===== config.mk =====
export PLATFORM = sky130hd
export DESIGN_NAME = lcd_cmd_queue
export DESIGN_NICKNAME = d
export VERILOG_FILES = /design/src/rtl/lcd_pkg.sv /design/src/rtl/lcd_cmd_fifo.sv /design/src/rtl/lcd_cmd_queue.sv
export SDC_FILE = /design/constraint.sdc
export NUM_CORES = 1
export LEC_CHECK = 0
export CORE_MARGIN = 2
export CORE_UTILIZATION = 35
export CTS_CLUSTER_DIAMETER = 100
export CTS_CLUSTER_SIZE = 30
export DETAILED_ROUTE_END_ITERATION = 16
export HOLD_SLACK_MARGIN = 0.02
export SLEW_MARGIN = 10
export SYNTH_ARGS = -nofsm -noshare
export SYNTH_HDL_FRONTEND = slang
export SYNTH_HIERARCHICAL = 1
export SYNTH_SLANG_ARGS = --single-unit

===== constraint.sdc =====
create_clock -name clk -period 5 [get_ports clk]
set_clock_uncertainty 0.2 [all_clocks]
set_input_delay 0.75 -clock clk [delete_from_list [all_inputs] [get_ports clk]]
set_output_delay 0.75 -clock clk [all_outputs]
set_load 0.1 [all_outputs]

===== src/rtl/lcd_pkg.sv =====
// Shared definitions for the LCD command queue: FSM encoding and control-word layout.
package lcd_pkg;

  localparam int unsigned WORD_W    = 32;
  localparam int unsigned START_BIT = 0;

  typedef enum logic [2:0] {
    ST_IDLE  = 3'd0,
    ST_LOAD  = 3'd1,
    ST_START = 3'd2,
    ST_RUN   = 3'd3,
    ST_DRAIN = 3'd4,
    ST_CLR   = 3'd5
  } lcd_state_e;

endpackage


===== src/rtl/lcd_cmd_fifo.sv =====
// Register-based command FIFO with registered status flags and synchronous flush.
module lcd_cmd_fifo
  import lcd_pkg::*;
#(
  parameter  int unsigned DEPTH = 8,
  localparam int unsigned AW    = $clog2(DEPTH),
  localparam int unsigned CW    = AW + 1
) (
  input  logic              clk,
  input  logic              rst_n,
  input  logic              push,
  input  logic              pop,
  input  logic              flush,
  input  logic [WORD_W-1:0] wdata,
  output logic [WORD_W-1:0] head_c,
  output logic              full,
  output logic              empty,
  output logic [CW-1:0]     count
);

  logic [WORD_W-1:0] mem [DEPTH];
  logic [AW-1:0]     wr_ptr;
  logic [AW-1:0]     rd_ptr;
  logic [CW-1:0]     count_d;
  logic              push_ok;
  logic              pop_ok;

  assign push_ok = push && !full && !flush;
  assign pop_ok  = pop && !empty && !flush;
  assign head_c  = mem[rd_ptr];

  always_comb begin
    count_d = count;
    if (flush)
      count_d = '0;
    else if (push_ok && !pop_ok)
      count_d = count + CW'(1);
    else if (pop_ok && !push_ok)
      count_d = count - CW'(1);
  end

  // Flags are registered from the next occupancy so they line up with count.
  always_ff @(posedge clk or negedge rst_n) begin
    if (!rst_n) begin
      wr_ptr <= '0;
      rd_ptr <= '0;
      count  <= '0;
      full   <= 1'b0;
      empty  <= 1'b1;
    end else begin
      count <= count_d;
      full  <= (count_d == CW'(DEPTH));
      empty <= (count_d == '0);
      if (flush) begin
        wr_ptr <= '0;
        rd_ptr <= '0;
      end else begin
        if (push_ok) wr_ptr <= wr_ptr + AW'(1);
        if (pop_ok)  rd_ptr <= rd_ptr + AW'(1);
      end
    end
  end

  always_ff @(posedge clk or negedge rst_n) begin
    if (!rst_n)
      mem <= '{default: '0};
    else if (push_ok)
      mem[wr_ptr] <= wdata;
  end

endmodule


===== src/rtl/lcd_cmd_queue.sv =====
// Command queue that issues FIFO'd control words to the LCD controller with a start-bit
// handshake, a per-command watchdog and a two-cycle controller clear.
module lcd_cmd_queue
  import lcd_pkg::*;
#(
  parameter int unsigned DEPTH = 8,
  parameter int unsigned TMO_W = 24
) (
  input  logic                       clk,
  input  logic                       RSTn,
  input  logic                       cmd_wr,
  input  logic [WORD_W-1:0]          cmd_data,
  input  logic                       flush,
  input  logic                       LCD_RUN_FINISH,
  input  logic                       LCD_Flag,
  output logic [WORD_W-1:0]          LCD_REG,
  output logic                       rstn_LCD_en,
  output logic                       cmd_full,
  output logic                       cmd_empty,
  output logic [$clog2(DEPTH):0]     cmd_count,
  output logic                       busy,
  output logic                       tmo_err
);

  lcd_state_e        state_q, state_d;
  logic [WORD_W-1:0] reg_d;
  logic [WORD_W-1:0] head_c;
  logic [TMO_W-1:0]  wdog_q, wdog_d, wdog_inc;
  logic              clr_q, clr_d;
  logic              tmo_d;
  logic              pop;
  logic              timed;

  lcd_cmd_fifo #(.DEPTH(DEPTH)) u_fifo (
    .clk    (clk),
    .rst_n  (RSTn),
    .push   (cmd_wr),
    .pop    (pop),
    .flush  (flush),
    .wdata  (cmd_data),
    .head_c (head_c),
    .full   (cmd_full),
    .empty  (cmd_empty),
    .count  (cmd_count)
  );

  // Next state, next control word, watchdog and clear-window bookkeeping.
  always_comb begin
    state_d  = state_q;
    reg_d    = LCD_REG;
    wdog_d   = wdog_q;
    clr_d    = clr_q;
    tmo_d    = tmo_err;
    pop      = 1'b0;
    wdog_inc = wdog_q + TMO_W'(1);
    timed    = state_q inside {ST_START, ST_RUN, ST_DRAIN};

    if (flush) begin
      state_d = ST_CLR;
      clr_d   = 1'b0;
      tmo_d   = 1'b0;
      reg_d   = '0;
    end else if (timed && (wdog_inc == '1)) begin
      state_d = ST_CLR;
      clr_d   = 1'b0;
      tmo_d   = 1'b1;
      reg_d   = '0;
    end else begin
      if (timed) wdog_d = wdog_inc;
      unique case (state_q)
        ST_IDLE: begin
          if (!cmd_empty) begin
            pop              = 1'b1;
            reg_d            = head_c;
            reg_d[START_BIT] = 1'b0;
            state_d          = ST_LOAD;
          end
        end
        ST_LOAD: begin
          reg_d[START_BIT] = 1'b1;
          wdog_d           = '0;
          state_d          = ST_START;
        end
        ST_START: begin
          if (LCD_Flag) begin
            reg_d[START_BIT] = 1'b0;
            state_d          = ST_RUN;
          end
        end
        ST_RUN: begin
          if (LCD_RUN_FINISH) state_d = ST_DRAIN;
        end
        ST_DRAIN: begin
          if (!LCD_Flag && !LCD_RUN_FINISH) state_d = ST_IDLE;
        end
        ST_CLR: begin
          if (clr_q) state_d = ST_IDLE;
          else       clr_d   = 1'b1;
        end
        default: state_d = ST_IDLE;
      endcase
    end
  end

  // Outputs are registered from the next state so no input reaches them combinationally.
  always_ff @(posedge clk or negedge RSTn) begin
    if (!RSTn) begin
      state_q     <= ST_IDLE;
      LCD_REG     <= '0;
      wdog_q      <= '0;
      clr_q       <= 1'b0;
      tmo_err     <= 1'b0;
      busy        <= 1'b0;
      rstn_LCD_en <= 1'b0;
    end else begin
      state_q     <= state_d;
      LCD_REG     <= reg_d;
      wdog_q      <= wdog_d;
      clr_q       <= clr_d;
      tmo_err     <= tmo_d;
      busy        <= (state_d != ST_IDLE);
      rstn_LCD_en <= (state_d != ST_CLR);
    end
  end

endmodule


Yosys cells after proc, flatten, opt, wreduce, memory -nomap -nowiden
Cells that the tools add are included.

operators by class
  $lt $le $gt $ge = 3
  add/sub/neg operators = 5
  reduce and logical (&&, ||, !) cells = 30
  mux-type cells = 38
  equality and inequality tests = 11
  bitwise gates (word level) = 4

operators by type and width
  kind                                                       count
  bitwise mux 256 bit                                        1
  2-to-1 mux 32 bit                                          6
  binary-select mux 32 bit (select 3 bit)                    1
  demux 32 bit (select 3 bit)                                1
  2-to-1 mux 24 bit                                          2
  2-to-1 mux 3 bit                                           11
  2-to-1 mux 31 bit                                          1
  adder 24 x 1 -> 24 bit (second input constant)             1
  equality test 24 bit (second input constant)               1
  case mux 3 bit (6 select lines)                            1
  2-to-1 mux 4 bit                                           3
  nonzero test 3 bit                                         4
  2-to-1 mux 1 bit                                           10
  logical AND 1 bit                                          9
  greater-or-equal comparator 4 bit (second input constant)  2
  NOT 3 -> 4 bit                                             2
  nonzero test 2 bit                                         4
  zero test 1 bit                                            7
  adder 3 x 1 -> 3 bit (second input constant)               2
  equality test 3 x 2 -> 1 bit (second input constant)       2
  equality test 3 bit (second input constant)                2
  != test 3 bit (second input constant)                      2
  AND reduction 3 bit                                        2
  nonzero test 5 bit                                         1
  12 further kinds                                           13

storage, ports and cells
  word-level logic and storage cells = 112
  input bits = 38
  output and inout bits = 41
  flip-flop bits (word level) = 331

Depth between registers and ports, before layout
Gate-level depths: netlist (run 1).

  depth in word-level cells = 12
  mapped depth = 16
  gate-level depth less buffers = 13

Hierarchy
The synthesis (run 1) kept the hierarchy.

modules (own cells, without submodules)
  module         seq. area each (um^2)  area an instance (um^2)  times used  cells each
  lcd_cmd_fifo   6707.7                 12134.1                  1           735
  lcd_cmd_queue  1576.5                 3300.7                   1           372

Least setup slack after synthesis (run 1)
No wires, ideal clock.

  path type = register -> register
  from = register wdog_q[12]
  to = register u_fifo.empty
  stages on the path, launching flop included = 16
  clock period less this slack = 3.745 ns
  slack = 1.255 ns
  data arrival time = 3.466 ns
  path buffers = 4
  path through = dfrtp_1 buf_2 nand4_1 nor4_4 and3b_1 o2111ai_4 o31ai_1 buf_2 buf_2 nor2_1 nor2b_1 buf_2 xnor2_1 nor3_1 or3_1 a31o_2

on the way
  cells in the longest elaborated chain, start to end = 12
  elaborated cells on any way between the ends = 14
  classes of those cells = add/sub: 1; eq/ne: 1; mux: 5; reduce/logical: 7

RTL lines
  what                                                          RTL line                                RTL
  start: declaration                                            lcd_cmd_queue.sv:28                     logic [TMO_W-1:0] wdog_q, wdog_d, wdog_inc;
  start signal: assignment                                      lcd_cmd_queue.sv:118                    wdog_q <= wdog_d;
  adder 24 x 1 -> 24 bit *                                      lcd_cmd_queue.sv:55                     wdog_inc = wdog_q + TMO_W'(1);
  equality test 24 bit *                                        lcd_cmd_queue.sv:63                     end else if (timed && (wdog_inc == '1)) begin
  logical AND 1 bit *                                           lcd_cmd_queue.sv:63
  2-to-1 mux 1 bit *                                            lcd_cmd_queue.sv:63
  2-to-1 mux 1 bit *                                            lcd_cmd_queue.sv:58                     if (flush) begin
  net pop                                                       lcd_cmd_queue.sv:31                     logic pop;
  logical AND 1 bit * (2 in a row)                              lcd_cmd_fifo.sv:29                      assign pop_ok = pop && !empty && !flush;
  logical AND 1 bit / zero test 1 bit (equally long branches)   lcd_cmd_fifo.sv:38, lcd_cmd_fifo.sv:36
  2-to-1 mux 4 bit / logical AND 1 bit (equally long branches)  lcd_cmd_fifo.sv:38, lcd_cmd_fifo.sv:36
  2-to-1 mux 4 bit *                                            lcd_cmd_fifo.sv:36                      else if (push_ok && !pop_ok)
  2-to-1 mux 4 bit *                                            lcd_cmd_fifo.sv:34                      if (flush)
  zero test 4 bit *                                             lcd_cmd_fifo.sv:53                      empty <= (count_d == '0);
  end signal: assignment                                        lcd_cmd_fifo.sv:53
  end: declaration                                              lcd_cmd_fifo.sv:17                      output logic empty,

Mark *: on every way through the listed nets, which the timed path passes. The rest lies on a longest branch.
A chain may end at the register's enable or synchronous reset.

Worst setup path after layout (run 1)
  from = register wdog_q[0]
  to = register u_fifo.empty

Same word-level chain as after synthesis.

==> impl_metrics.ini, run 1 <==
[clock_network]
clock-root-buffer = clkbuf_16
clk-insertion-delay-late_ns = 0.51
clk_path_buf_depth = 3
clkSinkCount = 323
hold_buffers = 0
cts_buffers = 15
post_cts_buffers = 0
cts_tree = done
htreeDepth = 1
path_clk_slew_ns = 0.12
cts_resized = 0

[setup_path]
path_class = reg2reg
path_cells = ha_1 -> nand3_1 -> nor4_1 -> a31oi_1 -> o2111ai_1 -> o31ai_4 -> nor2_1 -> nor2b_1 -> xnor2_1 -> nor3_1 -> or3_1 -> a31o_2
reg2reg_depth = 12
required_ns = 5.26
startpoint_type = flop
path_max_fanout = 8
crit_buf_inv = 0
max_stage_delay_ns = 0.56
worstReg2RegStart = wdog_q[0]$_DFFE_PN0P_
cp-end-kind = flop
cp_top_family = simple AND/OR/NAND/NOR gates
rrSetupSlack_ns = 0.95
r2r-end = u_fifo/empty$_DFF_PN1_
crit_slowest_cell = o2111ai_1
cp_data_arrival_time_ns = 4.30

[die]
io_pins = 79
die_height_um = 212
die_x_um = 212
coreArea_um2 = 42800
rows = 76
initial_core_util = 0.353
die-area_um2 = 44800

[route]
dr.pass1.iters = 4
drt_iter0_markers = 629
viasPerCell = 5.29
wl_met3_um = 1410
routed.top_layer = met5
routed_wl_um = 33900
vias = 8874
wl_met2_um = 16100
wire_per_inst_um = 20.2
antenna_left = 0
drc_errors = 0
wl_met1_um = 16000

[cells_and_area]
n_antenna_cell = 0
layout.nets = 1172
fill_cells = 4054
fin_area_um2 = 16800
syn_to_final_growth_pct = 11.1
drive_gt1_frac = 0.357
final_core_util = 0.392

[timing]
fmax_ghz = 0.247
tightest_slew_ns = 1.11
rsz0062_at_grt = false
finalWorstSetupSlack_ns = 0.953
finalHoldViolCount = 0
slew_headroom = 0.255
setup_viol = 0
setup_tns_ns = 0
finalMaxSlewViolations = 0
period_minus_slack_ns = 4.05
finalCritPeriodShare = 0.809

[placed_design]
io_buffers = 77
dp.final_hpwl_um = 19600
place.gp.congestion = 0.829
dpl_cell_area_um2 = 16300
dp_slack_ns = 1.03

[job]
maxCapViolations = 0

[power_and_ir_drop]
ir_drop_mv = 0.190
p_per_area_nw_per_um2 = 334
finalPower_uw = 5590
leakage_uw = 0.00735

[synthesis]
synth_fp_nets = 1132
syn_area_um2 = 15100
yosysWarningCount = 6
synth_cells = 1088
syn-mean-instance-area_um2 = 13.9

[worst_hold_path]
hold_class = in2async

[global_route]
grt_max_degree = 120
grt_pass1_wl_um = 55000
track_usage = 0.156
grt_pass1_vias = 9554
grt_overflow = 0
antenna_found_initial = 3

[outcome]
status = complete, no violations
[where the power goes]
part           switching, µW  internal (µW)  total, µW
Sequential               201           2960       3170
Clock                    855            578       1430
Combinational            471            521        991
[metal layers]
| metal | track usage | vias to the layer above |
|---|---|---|
| li1 | - | 4047 |
| met1 | 0.222 | 4651 |
| met2 | 0.260 | 137 |
| met3 | 0.0224 | 33 |
| met4 | 0.0233 | 6 |
| met5 | 0 | - |
[state kept, by name, summed over array words and instances, names as in the netlist]
register / flops
u_fifo/count: 4
state_q: 3
u_fifo/mem: 248
busy: 1
u_fifo/full: 1
u_fifo/wr_ptr: 3
u_fifo/rd_ptr: 3
u_fifo/empty: 1
LCD_REG: 32
rstn_LCD_en: 1
clr_q: 1
tmo_err: 1
wdog_q: 24
[metrics by stage]
stage	instances	hold WS, ns
floorplan	1088	0.253
global placement	1657	0.267
detailed placement	1657	0.279
CTS	1678	0.128
global route	1678	0.147
finish	1678	0.0923
[cells in the final DEF (no fill, tap or decap), types with 7 or more instances in the layout]
master             n
dfrtp_1          320
mux2_2           278
nand2_1           88
clkdlybuf4s50_1   76
mux4_2            62
a21oi_1           42
nor2_1            30
nor3_1            19
nand3_1           16
buf_4             16
and3_1            15
clkbuf_16         15
o21ai_0           11
inv_1             10
nand4_1           10
a211o_1            7
[worst max-delay path by stage]
stage / cells after the start / endpoint / slack (ns) / start
2_1_floorplan: 15 / u_fifo/empty$_DFF_PN1_ / 1.26 / wdog_q[12]$_DFFE_PN0P_
3_3_place_gp: 12 / u_fifo/empty$_DFF_PN1_ / 1.08 / wdog_q[0]$_DFFE_PN0P_
3_5_place_dp: 12 / u_fifo/empty$_DFF_PN1_ / 1.03 / wdog_q[0]$_DFFE_PN0P_
4_1_cts: 12 / u_fifo/full$_DFF_PN0_ / 0.99 / wdog_q[0]$_DFFE_PN0P_
5_1_grt: 12 / u_fifo/full$_DFF_PN0_ / 0.45 / wdog_q[0]$_DFFE_PN0P_
6_report: 12 / u_fifo/empty$_DFF_PN1_ / 0.95 / wdog_q[0]$_DFFE_PN0P_
[layout make-up]
cell class | count | area [µm²] | area share
flip-flops and latches | 323 | 8090 | 0.483
multi-input cells | 682 | 6560 | 0.391
inverters | 10 | 37.5 | 0.00224
clock inverters | 4 | 53.8 | 0.00321
clock buffers | 17 | 383 | 0.0228
well taps | 546 | 683 | 0.0408
repair buffers | 96 | 956 | 0.0570
Power figures use the tool's default switching activity.
==> run 2: changes to the inputs <==
==> constraint.sdc (replaced) <==
create_clock -name clk -period 3.85 [get_ports clk]
set_clock_uncertainty 0.2 [all_clocks]
set_input_delay 0.5775 -clock clk [delete_from_list [all_inputs] [get_ports clk]]
set_output_delay 0.5775 -clock clk [all_outputs]
set_load 0.1 [all_outputs]
==> impl_metrics.ini, run 2 (synthesized netlist as in run 1, its figures left out) <==
[placed_design]
place_inst = 1670
dpl_cell_area_um2 = 16500
dp_slack_ns = 0.156
place.gp.congestion = 0.834
io_buffers = 77
dp.final_hpwl_um = 20100

[die]
io_pins = 79
die_height_um = 212
coreArea_um2 = 42800
rows = 76
die_x_um = 212
initial_core_util = 0.353
die-area_um2 = 44800

[clock_network]
clk-insertion-delay-late_ns = 0.52
clk_path_buf_depth = 3
cts_tree = done
clock-root-buffer = clkbuf_16
htreeDepth = 1
cts_buffers = 15
clkSinkCount = 323
path_clk_slew_ns = 0.12

[timing]
setup_viol = 0
slew_headroom = 0.314
finalMaxSlewViolations = 0
hold-worst-slack_ns = 0.296
finalHoldViolCount = 0
tightest_slew_ns = 1.03
finalCritPeriodShare = 0.907
period_minus_slack_ns = 3.49
setup_tns_ns = 0
rsz0062_at_grt = false
finalWorstSetupSlack_ns = 0.357
fmax_ghz = 0.286

[worst_hold_path]
hold_end = u_fifo/mem[8]$_DFFE_PN0P_
min-delay-start = u_fifo/mem[8]$_DFFE_PN0P_
hold_class = reg2reg
holdPathStages = 1

[job]
maxCapViolations = 0

[route]
dr.pass1.iters = 5
antenna_left = 0
drc_errors = 0
viasPerCell = 5.34
routed_wl_um = 34200
drt_iter0_markers = 650
vias = 9040
wire_per_inst_um = 20.2

[setup_path]
startpoint_type = flop
rrSetupSlack_ns = 0.36
cp_data_arrival_time_ns = 3.70
r2r-end = u_fifo/full$_DFF_PN0_
cp-end-kind = flop
required_ns = 4.06
path_class = reg2reg
worstReg2RegStart = wdog_q[8]$_DFFE_PN0P_
path_max_fanout = 9
reg2reg_depth = 11

[cells_and_area]
layout_commonest_cell = dfrtp_1
multi_input_area_um2 = 6620
syn_to_final_growth_pct = 12.7
regMostFlops = u_fifo/mem
top_regs = u_fifo/mem: 248 flops, LCD_REG: 32 flops, wdog_q: 24 flops
fin_area_um2 = 17000
fill_cells = 4074
final-seq-area_um2 = 8090
mostFrequentLayoutCells = dfrtp_1 (318), mux2_2 (278), nand2_1 (88)
layout.nets = 1189
largest_reg_flops = 248
drive_gt1_frac = 0.376
fin_cells = 1694
n_antenna_cell = 0

[global_route]
grt_overflow = 0
use_met1 = 0.225
grt_max_degree = 99
use_met3 = 0.0196
track_usage = 0.154
use_met2 = 0.253
grt_busiest_layer = met2
grt_pass1_wl_um = 54100
antenna_found_initial = 1
grt_pass1_vias = 9193

[power_and_ir_drop]
ir_drop_mv = 0.246
p_per_area_nw_per_um2 = 429
leakage_uw = 0.00745

[outcome]
status = complete, no violations
run 2: cell count changes in the layout (fill, tap and decap cells not counted), sizes merged:
cell / before / now
clkinv: 2 / 1
inv: 12 / 13
dlygate4sd3: 0 / 1
clkbuf: 17 / 16
buf: 20 / 37
clkdlybuf4s50: 76 / 75
run 2: repair_timing:
item | in CTS | in global routing
setup endpoints to repair | 0 | 4
hold buffers | 1 | 0
hold endpoints to repair | 78 | 0
gates resized for setup | 0 | 14
setup buffers | 0 | 3
run 2: worst max-delay path by stage:
stage / cells after the start / slack, ns / end / start
CTS: 12 / 0.08 / u_fifo/empty$_DFF_PN1_ / wdog_q[0]$_DFFE_PN0P_
global placement: 12 / 0.23 / u_fifo/empty$_DFF_PN1_ / wdog_q[0]$_DFFE_PN0P_
finish: 11 / 0.36 / u_fifo/full$_DFF_PN0_ / wdog_q[8]$_DFFE_PN0P_
global route: 12 / 0.002 / u_fifo/full$_DFF_PN0_ / wdog_q[0]$_DFFE_PN0P_
detailed placement: 12 / 0.16 / u_fifo/empty$_DFF_PN1_ / wdog_q[0]$_DFFE_PN0P_
floorplan: 15 / 0.11 / u_fifo/empty$_DFF_PN1_ / wdog_q[12]$_DFFE_PN0P_
run 2: critical path: stages (launching register included):
cell	delay, ns
dfrtp_1	0.52
nand4_2	0.27
nor4_4	0.47
and3b_1	0.28
o2111ai_4	0.21
o31ai_4	0.28
nor2_1	0.08
nor2b_2	0.20
and3_1	0.19
a31oi_1	0.18
xor2_1	0.24
nor4b_1	0.25
run 2: through the flow:
stage               power (µW)  utilization
floorplan                 5080            -
global placement          5430        0.385
detailed placement        5490        0.385
CTS                       7390        0.395
global route              7670        0.397
finish                    7290        0.397
run 2: power breakdown:
part           internal [µW]  total (µW)  switching, µW
registers               3850        4110            259
logic                    685        1300            617
clock network            749        1880           1130
run 2: layout make-up:
class,count,share of cell area
timing repair buffer,113,0.0667
sequential,323,0.476
tap,546,0.0402
clock inverter,4,0.00346
inverter,10,0.00221
clock buffer,16,0.0223
multi-input combinational,682,0.389
run 2: per-layer routing:
layer,share of wire,vias up
li1,-,4083
met1,0.48,4787
met2,0.47,141
met3,0.031,27
met4,0.013,2
met5,0.00041,-
==> run 3: changes to the inputs <==
--- a/config.mk
+++ b/config.mk
@@ -7,7 +7,6 @@
 export LEC_CHECK = 0
 export CORE_MARGIN = 2
 export CORE_UTILIZATION = 35
-export CTS_CLUSTER_DIAMETER = 100
 export CTS_CLUSTER_SIZE = 30
 export DETAILED_ROUTE_END_ITERATION = 16
 export HOLD_SLACK_MARGIN = 0.02
==> impl_metrics.ini, run 3 (synthesized netlist as in run 1, its figures left out) <==
[power_and_ir_drop]
p_per_area_nw_per_um2 = 504
leakage_uw = 0.00784
ir_drop_mv = 0.301
finalPower_uw = 8950

[setup_path]
required_ns = 4.08
r2r-end = u_fifo/full$_DFF_PN0_
reg2reg_depth = 11
worstReg2RegStart = wdog_q[5]$_DFFE_PN0P_
startpoint_type = flop
max_stage_delay_ns = 0.53
rrSetupSlack_ns = 0.35
cp-end-kind = flop
path_cells = nand3_2 -> or4_1 -> a32oi_1 -> o2111ai_4 -> o31ai_4 -> nor2_1 -> nor2b_2 -> and3_1 -> a31oi_1 -> xor2_1 -> nor4b_2
path_class = reg2reg
path_max_fanout = 8
crit_slowest_cell = or4_1
cp_data_arrival_time_ns = 3.74

[cells_and_area]
fin_cells = 1735
largest_reg_flops = 248
mostFrequentLayoutCells = dfrtp_1 (319), mux2_2 (278), nand2_1 (88)
syn_to_final_growth_pct = 17.7
top_regs = u_fifo/mem: 248 flops, LCD_REG: 32 flops, wdog_q: 24 flops
layout.nets = 1209
layout_commonest_cell = dfrtp_1
final-seq-area_um2 = 8090
regMostFlops = u_fifo/mem
fill_cells = 3981
multi_input_area_um2 = 6610
n_antenna_cell = 0
fin_area_um2 = 17800
drive_gt1_frac = 0.394

[clock_network]
clk_path_buf_depth = 3
clock-root-buffer = clkbuf_16
clk-insertion-delay-late_ns = 0.53
cts_buffers = 37
path_clk_slew_ns = 0.06
clkSinkCount = 323
cts_tree = done
htreeDepth = 2

[placed_design]
io_buffers = 77
place.gp.congestion = 0.834
dpl_cell_area_um2 = 16500
dp.final_hpwl_um = 20100
place_inst = 1670

[die]
die_height_um = 212
initial_core_util = 0.353
rows = 76
coreArea_um2 = 42800
die_x_um = 212
io_pins = 79
die-area_um2 = 44800

[worst_hold_path]
holdPathStages = 1
hold_end = u_fifo/mem[8]$_DFFE_PN0P_
min-delay-start = u_fifo/mem[8]$_DFFE_PN0P_
hold_class = reg2reg

[job]
maxCapViolations = 0

[timing]
period_minus_slack_ns = 3.50
rsz0062_at_grt = false
slew_headroom = 0.314
setup_tns_ns = 0
fmax_ghz = 0.285
finalMaxSlewViolations = 0
setup_viol = 0
tightest_slew_ns = 1.03
finalHoldViolCount = 0
finalCritPeriodShare = 0.910

[global_route]
grt_pass1_vias = 9554
antenna_found_initial = 1
track_usage = 0.159
grt_overflow = 0
grt_pass1_wl_um = 55300
grt_max_degree = 99

[route]
dr.pass1.iters = 5
wire_per_inst_um = 20.1
routed_wl_um = 34900
drc_errors = 0
drt_iter0_markers = 529
antenna_left = 0
viasPerCell = 5.32
vias = 9230

[outcome]
status = complete, no violations
## run 3: changes by cell type in the layout (fill, tap and decap cells not counted), moves of 2 or more
| cell | change |
|---|---|
| buf_4 | -2 |
| bufinv_16 | +2 |
| clkbuf_1 | +3 |
| clkbuf_16 | +23 |
| clkbuf_8 | +7 |
| clkinv_2 | +5 |
| clkinvlp_4 | +3 |
## run 3: critical path: cells and delay by family, from the launching register on
kind / cells / cell delay (ns)
XOR/XNOR: 1 / 0.25
flip-flops: 1 / 0.46
AND/OR/NAND/NOR: 6 / 1.48
AO/OA/AOI/OAI: 4 / 1.01
## run 3: worst max path at each step
stage | cells after the start | to | slack [ns] | startpoint
2_1_floorplan | 15 | u_fifo/empty$_DFF_PN1_ | 0.11 | wdog_q[12]$_DFFE_PN0P_
3_5_place_dp | 12 | u_fifo/empty$_DFF_PN1_ | 0.16 | wdog_q[0]$_DFFE_PN0P_
5_1_grt | 12 | u_fifo/full$_DFF_PN0_ | 0.07 | wdog_q[0]$_DFFE_PN0P_
3_3_place_gp | 12 | u_fifo/empty$_DFF_PN1_ | 0.23 | wdog_q[0]$_DFFE_PN0P_
6_report | 11 | u_fifo/full$_DFF_PN0_ | 0.35 | wdog_q[5]$_DFFE_PN0P_
4_1_cts | 12 | u_fifo/empty$_DFF_PN1_ | 0.12 | wdog_q[0]$_DFFE_PN0P_
## run 3: where the power goes
part	total (µW)	internal [µW]	switching (µW)	leakage [µW]
logic	1300	685	620	0.00295
clock network	3530	2090	1440	0.000597
registers	4120	3860	260	0.00429
total	8950	6630	2320	0.00784
## run 3: stage by stage
stage	utilization	setup slack [ns]	hold slack (ns)
after detailed placement	0.385	0.156	0.280
final	0.415	0.347	0.285
after global placement	0.385	0.228	0.264
after floorplan	-	0.105	0.0819
after CTS	0.414	0.121	0.293
after global routing	0.415	0.0690	0.308
## run 3: cell type report
type                       count  area share
timing repair buffer         111      0.0630
multi-input combinational    682       0.372
inverter                      10     0.00211
clock buffer                  49      0.0598
sequential                   323       0.456
tap                          546      0.0385
clock inverter                14     0.00909
## run 3: metal layers
metal | global-route usage | wire, µm | part of all wire
met2 | 0.257 | 16500 | 0.47
met5 | 0 | 14 | 0.00040
met4 | 0.0372 | 595 | 0.017
met3 | 0.0263 | 1450 | 0.041
met1 | 0.225 | 16300 | 0.47
## run 3: repair_timing
item                       in CTS  in global routing
setup buffers                   0                  1
hold endpoints to repair       78                  0
setup endpoints to repair       0                  3
hold buffers                    1                  0
resized for setup               0                 11
